<file path="src/rtl/uart_pkg.sv">
// Shared definitions for the UART transmit path: state encoding, parity
// polarity constants and the default payload width.
package uart_pkg;

    localparam int unsigned DATA_WIDTH_DEF = 8;

    localparam logic PAR_EVEN = 1'b0;
    localparam logic PAR_ODD  = 1'b1;

    localparam logic [2:0] ST_IDLE   = 3'd0;
    localparam logic [2:0] ST_START  = 3'd1;
    localparam logic [2:0] ST_DATA   = 3'd2;
    localparam logic [2:0] ST_PARITY = 3'd3;
    localparam logic [2:0] ST_STOP1  = 3'd4;
    localparam logic [2:0] ST_STOP2  = 3'd5;

    typedef enum logic [2:0] {
        StIdle   = ST_IDLE,
        StStart  = ST_START,
        StData   = ST_DATA,
        StParity = ST_PARITY,
        StStop1  = ST_STOP1,
        StStop2  = ST_STOP2
    } tx_state_e;

endpackage

</file>
<file path="src/rtl/uart_tx_serializer.sv">
// Payload shift register and bit counter. ser_data always presents the next
// bit to be driven onto the line; ser_done flags the final data bit cycle.
module uart_tx_serializer #(
    parameter int unsigned DATA_WIDTH = 8
) (
    input  logic                  CLK,
    input  logic                  RST,
    input  logic                  load,
    input  logic [DATA_WIDTH-1:0] load_data,
    input  logic                  shift_en,
    input  logic                  cnt_clr,
    output logic                  ser_data,
    output logic                  ser_done
);

    localparam int unsigned CntW = $clog2(DATA_WIDTH);
    localparam logic [CntW-1:0] CntLast = CntW'(DATA_WIDTH - 1);

    logic [DATA_WIDTH-1:0] shift_q, shift_d;
    logic [CntW-1:0]       cnt_q, cnt_d;

    assign ser_data = shift_q[0];
    assign ser_done = (cnt_q == CntLast);

    always_comb begin
        shift_d = shift_q;
        cnt_d   = cnt_q;
        if (load) begin
            shift_d = load_data;
            cnt_d   = '0;
        end else if (shift_en) begin
            // Shift on the edge that puts the current ser_data onto the line.
            shift_d = {1'b0, shift_q[DATA_WIDTH-1:1]};
            if (cnt_clr) begin
                cnt_d = '0;
            end else if (!ser_done) begin
                cnt_d = cnt_q + CntW'(1);
            end
        end
    end

    always_ff @(posedge CLK or negedge RST) begin
        if (!RST) begin
            shift_q <= '0;
            cnt_q   <= '0;
        end else begin
            shift_q <= shift_d;
            cnt_q   <= cnt_d;
        end
    end

endmodule

</file>
<file path="src/rtl/uart_tx_frame_ctrl.sv">
// UART transmit engine: frame FSM, parity on the latched word and registered
// line/busy outputs loaded on the edge that enters each state.
module uart_tx_frame_ctrl
    import uart_pkg::*;
#(
    parameter int unsigned DATA_WIDTH = DATA_WIDTH_DEF
) (
    input  logic                  CLK,
    input  logic                  RST,
    input  logic [DATA_WIDTH-1:0] P_DATA,
    input  logic                  DATA_VALID,
    input  logic                  PAR_EN,
    input  logic                  PAR_TYP,
    input  logic                  STOP_2,
    output logic                  TX_OUT,
    output logic                  busy
);

    tx_state_e state_q, state_d;

    logic [DATA_WIDTH-1:0] data_q;
    logic                  par_en_q;
    logic                  par_typ_q;
    logic                  stop2_q;

    logic final_stop;
    logic accept;
    logic parity;
    logic shift_en;
    logic cnt_clr;
    logic ser_data;
    logic ser_done;
    logic tx_d;
    logic busy_d;

    assign final_stop = ((state_q == StStop1) && !stop2_q) || (state_q == StStop2);
    assign accept     = DATA_VALID && ((state_q == StIdle) || final_stop);
    assign parity     = (^data_q) ^ (par_typ_q == PAR_ODD);
    assign shift_en   = (state_q == StStart) || (state_q == StData);
    assign cnt_clr    = (state_q == StStart);

    uart_tx_serializer #(
        .DATA_WIDTH (DATA_WIDTH)
    ) u_serializer (
        .CLK       (CLK),
        .RST       (RST),
        .load      (accept),
        .load_data (P_DATA),
        .shift_en  (shift_en),
        .cnt_clr   (cnt_clr),
        .ser_data  (ser_data),
        .ser_done  (ser_done)
    );

    always_comb begin
        state_d = state_q;
        case (state_q)
            StIdle:   if (accept) state_d = StStart;
            StStart:  state_d = StData;
            StData:   if (ser_done) state_d = par_en_q ? StParity : StStop1;
            StParity: state_d = StStop1;
            StStop1: begin
                if (stop2_q) begin
                    state_d = StStop2;
                end else begin
                    state_d = accept ? StStart : StIdle;
                end
            end
            StStop2:  state_d = accept ? StStart : StIdle;
            default:  state_d = StIdle;
        endcase
    end

    // Outputs are decoded from the next state so the flops hold the value of
    // the state being entered.
    always_comb begin
        tx_d   = 1'b1;
        busy_d = 1'b1;
        case (state_d)
            StIdle:   busy_d = 1'b0;
            StStart:  tx_d   = 1'b0;
            StData:   tx_d   = ser_data;
            StParity: tx_d   = parity;
            StStop1:  tx_d   = 1'b1;
            StStop2:  tx_d   = 1'b1;
            default: begin
                tx_d   = 1'b1;
                busy_d = 1'b0;
            end
        endcase
    end

    always_ff @(posedge CLK or negedge RST) begin
        if (!RST) begin
            state_q   <= StIdle;
            TX_OUT    <= 1'b1;
            busy      <= 1'b0;
            data_q    <= '0;
            par_en_q  <= 1'b0;
            par_typ_q <= PAR_EVEN;
            stop2_q   <= 1'b0;
        end else begin
            state_q <= state_d;
            TX_OUT  <= tx_d;
            busy    <= busy_d;
            if (accept) begin
                data_q    <= P_DATA;
                par_en_q  <= PAR_EN;
                par_typ_q <= PAR_TYP;
                stop2_q   <= STOP_2;
            end
        end
    end

endmodule

</file>
<file path="config.mk">
export PLATFORM = sky130hd
export DESIGN_NAME = uart_tx_frame_ctrl
export DESIGN_NICKNAME = d
export VERILOG_FILES = /design/src/rtl/uart_pkg.sv /design/src/rtl/uart_tx_serializer.sv /design/src/rtl/uart_tx_frame_ctrl.sv
export SDC_FILE = /design/constraint.sdc
export NUM_CORES = 1
export LEC_CHECK = 0
export BUFFER_PORTS_ARGS = -buffer_cell sky130_fd_sc_hd__buf_2
export CORE_ASPECT_RATIO = 1.25
export CORE_MARGIN = 3
export CORE_UTILIZATION = 38
export DETAILED_ROUTE_END_ITERATION = 10
export PLACE_DENSITY = 0.61
export SETUP_SLACK_MARGIN = 0.1
export SYNTH_ARGS = -nofsm -noshare
export SYNTH_HDL_FRONTEND = slang
export SYNTH_SLANG_ARGS = --single-unit
</file>
<file path="constraint.sdc">
create_clock -name CLK -period 1.8 [get_ports CLK]
set_input_delay 0 -clock CLK [delete_from_list [all_inputs] [get_ports CLK]]
set_output_delay 0 -clock CLK [all_outputs]
set_load 0.01 [all_outputs]
</file>
==> flow_summary.yaml <==
critical_path:
  path_max_fanout: 3
  cp.arrival_ps: 1720
  endpoint_kind: "flip-flop"
  crit_type: "flip-flop to flip-flop"
  critPathLaunchType: "flip-flop"
  worstPathRequired_ps: 1950
  worst-path-buf-inv: 0
  crit_path_frequent_cell: "ha_1"
  crit_path_cell_trace: "ha_1 -> ha_1 -> nor3_2 -> mux2i_1 -> nor2_1"
  regToRegStartpoint: "u_serializer.cnt_q[0]$_DFFE_PN0P_"
  ff2ff_setup_slack_ps: 230
  critPathMaxStageDelay_ps: 400
  cp_top_family: "adder cells"
  timing.rr.end: "u_serializer.cnt_q[2]$_DFFE_PN0P_"
  slowest_stage: "dfrtp_1"
  r2r_cells: 5
clock_network:
  clkSinkCount: 27
  clockBufferDepth: 2
  clock-root-buffer: "clkbuf_8"
  clk_latency_ps: 260
  cts.clk_slew.worst_paths_ps: 80
  htreeDepth: 1
  cts_tree: "built"
  cts-buffers-inserted: 3
hold_path:
  hp-start: "DATA_VALID"
  hold_depth: 3
  hold_end: "stop2_q$_DFFE_PN0N_"
  min_path_type: "primary input to flip-flop"
logic_synthesis:
  yosysWarnings: 0
  syn_area_per_cell_um2: 11.87
  ys_seq_elements: 27
  yosys.cell_types.count: 27
  syn_area_um2: 1294
  syn-num-nets: 125
  postSynthCellCount: 109
  ys_seq_area_frac: 0.5232
global_routing:
  met1_usage: 0.1435
  grt_max_degree: 28
  grtUsageMet2: 0.2186
  grt.overflow.total: 0
  first_global_vias: 962
  antenna_found_initial: 0
  busiest_layer: "met2"
  use_met3: 0.01802
  grt_pass1_wl_um: 3981
  track_usage: 0.1216
floorplan:
  ioPinCount: 16
  row_count: 23
  die_y_um: 71.24
  die-area_um2: 4145
  fp.dieW_um: 58.19
  initial_core_util: 0.4014
  core_area_um2: 3223
timing:
  rsz0062_at_grt: "no"
  final.period_utilization: 0.8707
  worst_slack_ps: 232.8
  final.setup.tns_ps: 0
  period_needed_ps: 1567
  finalHoldViolations: 0
  clock-skew-final_ps: 1.676
  max_freq_mhz: 638.1
  relSlewSlack: 0.5963
  worst_slew_pin_slew_ps: 605.5
  maxSlewViolCount: 0
  setup_violations: 0
final_layout:
  areaGrowthSynthToFinish_pct: 21.37
  n_antenna_cell: 0
  final_common_cell: "dfrtp_1"
  layout_common_cells: "dfrtp_1 (25), buf_2 (15), nor2_1 (12), dlygate4sd3_1 (12)"
  nets: 154
  drive_gt1_frac: 0.2555
detailed_routing:
  drtPass1Iterations: 5
  drc: 0
  wl_per_cell_um: 12.83
  drtAntennaViolNets: 0
  drt-initial-drc-count: 32
  drt_wl_total_um: 2233
  via_count: 854
  vias_per_cell: 4.908
placement:
  io_buffers: 15
  pre_cts_ws_ps: 223.6
  hpwl_um: 1613
  place_congestion: 0.7424
run_status:
  status: "completed"
run:
  cap_violations: 0
pwr:
  p_total_uw: 2899
  ir_drop_mv: 1.043
  pwr_density_cell_nw_per_um2: 1846
  p_leak_uw: 0.0007403
registers in the layout, summed over array words and instances, names as in the netlist:
signal,flops
state_q,3
u_serializer.shift_q,8
TX_OUT,1
busy,1
stop2_q,1
par_typ_q,1
par_en_q,1
data_q,8
u_serializer.cnt_q,3
worst max path at each step:
stage	start	slack (ps)	depth (start not counted)	end
floorplan	state_q[0]$_DFF_PN0_	340	5	data_q[0]$_DFFE_PN0N_
detailed placement	state_q[0]$_DFF_PN0_	220	4	data_q[1]$_DFFE_PN0N_
CTS	state_q[0]$_DFF_PN0_	210	4	data_q[1]$_DFFE_PN0N_
global placement	state_q[0]$_DFF_PN0_	260	4	data_q[3]$_DFFE_PN0N_
global route	u_serializer.cnt_q[0]$_DFFE_PN0P_	110	7	TX_OUT$_DFF_PN1_
finish	u_serializer.cnt_q[0]$_DFFE_PN0P_	230	5	u_serializer.cnt_q[2]$_DFFE_PN0P_
stage by stage:
stage	utilization	cells	cell area (um^2)	hold WS (ps)
floorplan	-	109	1294	-295.6
global placement	0.4336	158	1398	40.26
detailed placement	0.4336	158	1398	50.33
CTS	0.4849	174	1563	165.8
global route	0.4872	174	1570	171.0
finish	0.4872	174	1570	173.1
layout make-up:
class | instances | area, um^2
Clock buffer | 4 | 45.04
Fill cell | 313 | 1653
Inverter | 6 | 22.52
Multi-Input combinational cell | 72 | 563.0
Sequential cell | 27 | 678.2
Tap cell | 37 | 46.29
Timing Repair Buffer | 28 | 215.2
synth_stat cells (all sizes together):
library cell	count	area, um^2
mux2	10	112.6
buf	4	37.53
a21oi	10	50.05
dfrtp	26	650.6
nand4b	1	23.77
inv	6	22.52
o22a	1	8.760
xnor2	7	61.31
o22ai	1	6.260
nand3	1	5.000
nor2b	1	6.260
o21ai	4	23.77
nand3b	1	7.510
xnor3	1	22.52
xor2	1	8.760
dfstp	1	26.28
ha	2	25.02
a31oi	2	12.51
mux2i	9	90.09
nor3	2	15.01
nand2	2	7.510
nor2	12	45.04
nand2b	4	25.02
per-layer routing:
| layer | up-vias | part of all wire |
|---|---|---|
| met4 | 0 | 0 |
| met2 | 14 | 0.54 |
| met1 | 415 | 0.42 |
| li1 | 425 | - |
| met3 | 0 | 0.034 |
| met5 | - | 0 |
kinds of logic (layout without fill, tap and decap cells):
group	count (synthesis)	in the layout	synth area share
muxes	19	19	0.1567
xor gates and xnor gates	9	9	0.07157
AOI/OAI and AO/OA	18	18	0.07834
buffers and inverters	10	38	0.04642
and+or+nand+nor	24	24	0.1044
DFF	27	27	0.5232
adders and majority gates	2	2	0.01934
power breakdown:
part | switching [uW] | internal (uW) | total (uW)
sequential | 205 | 915 | 1120
combinational | 673 | 777 | 1450
clock | 171 | 158 | 329
total | 1050 | 1850 | 2900
what timing repair did:
item	4_1_cts	5_1_grt
setup buffers	0	0
hold endpoints to repair	38	0
setup endpoints to repair	0	2
resized for setup	0	2
hold buffers	12	0
worst min-delay path: cells and delay by family:
family                 cells  cell delay (ps)
buffers and inverters      1              130
multiplexers               1              160
AND/OR/NAND/NOR            1              120
Note: power is estimated with default switching activity, not from simulation.
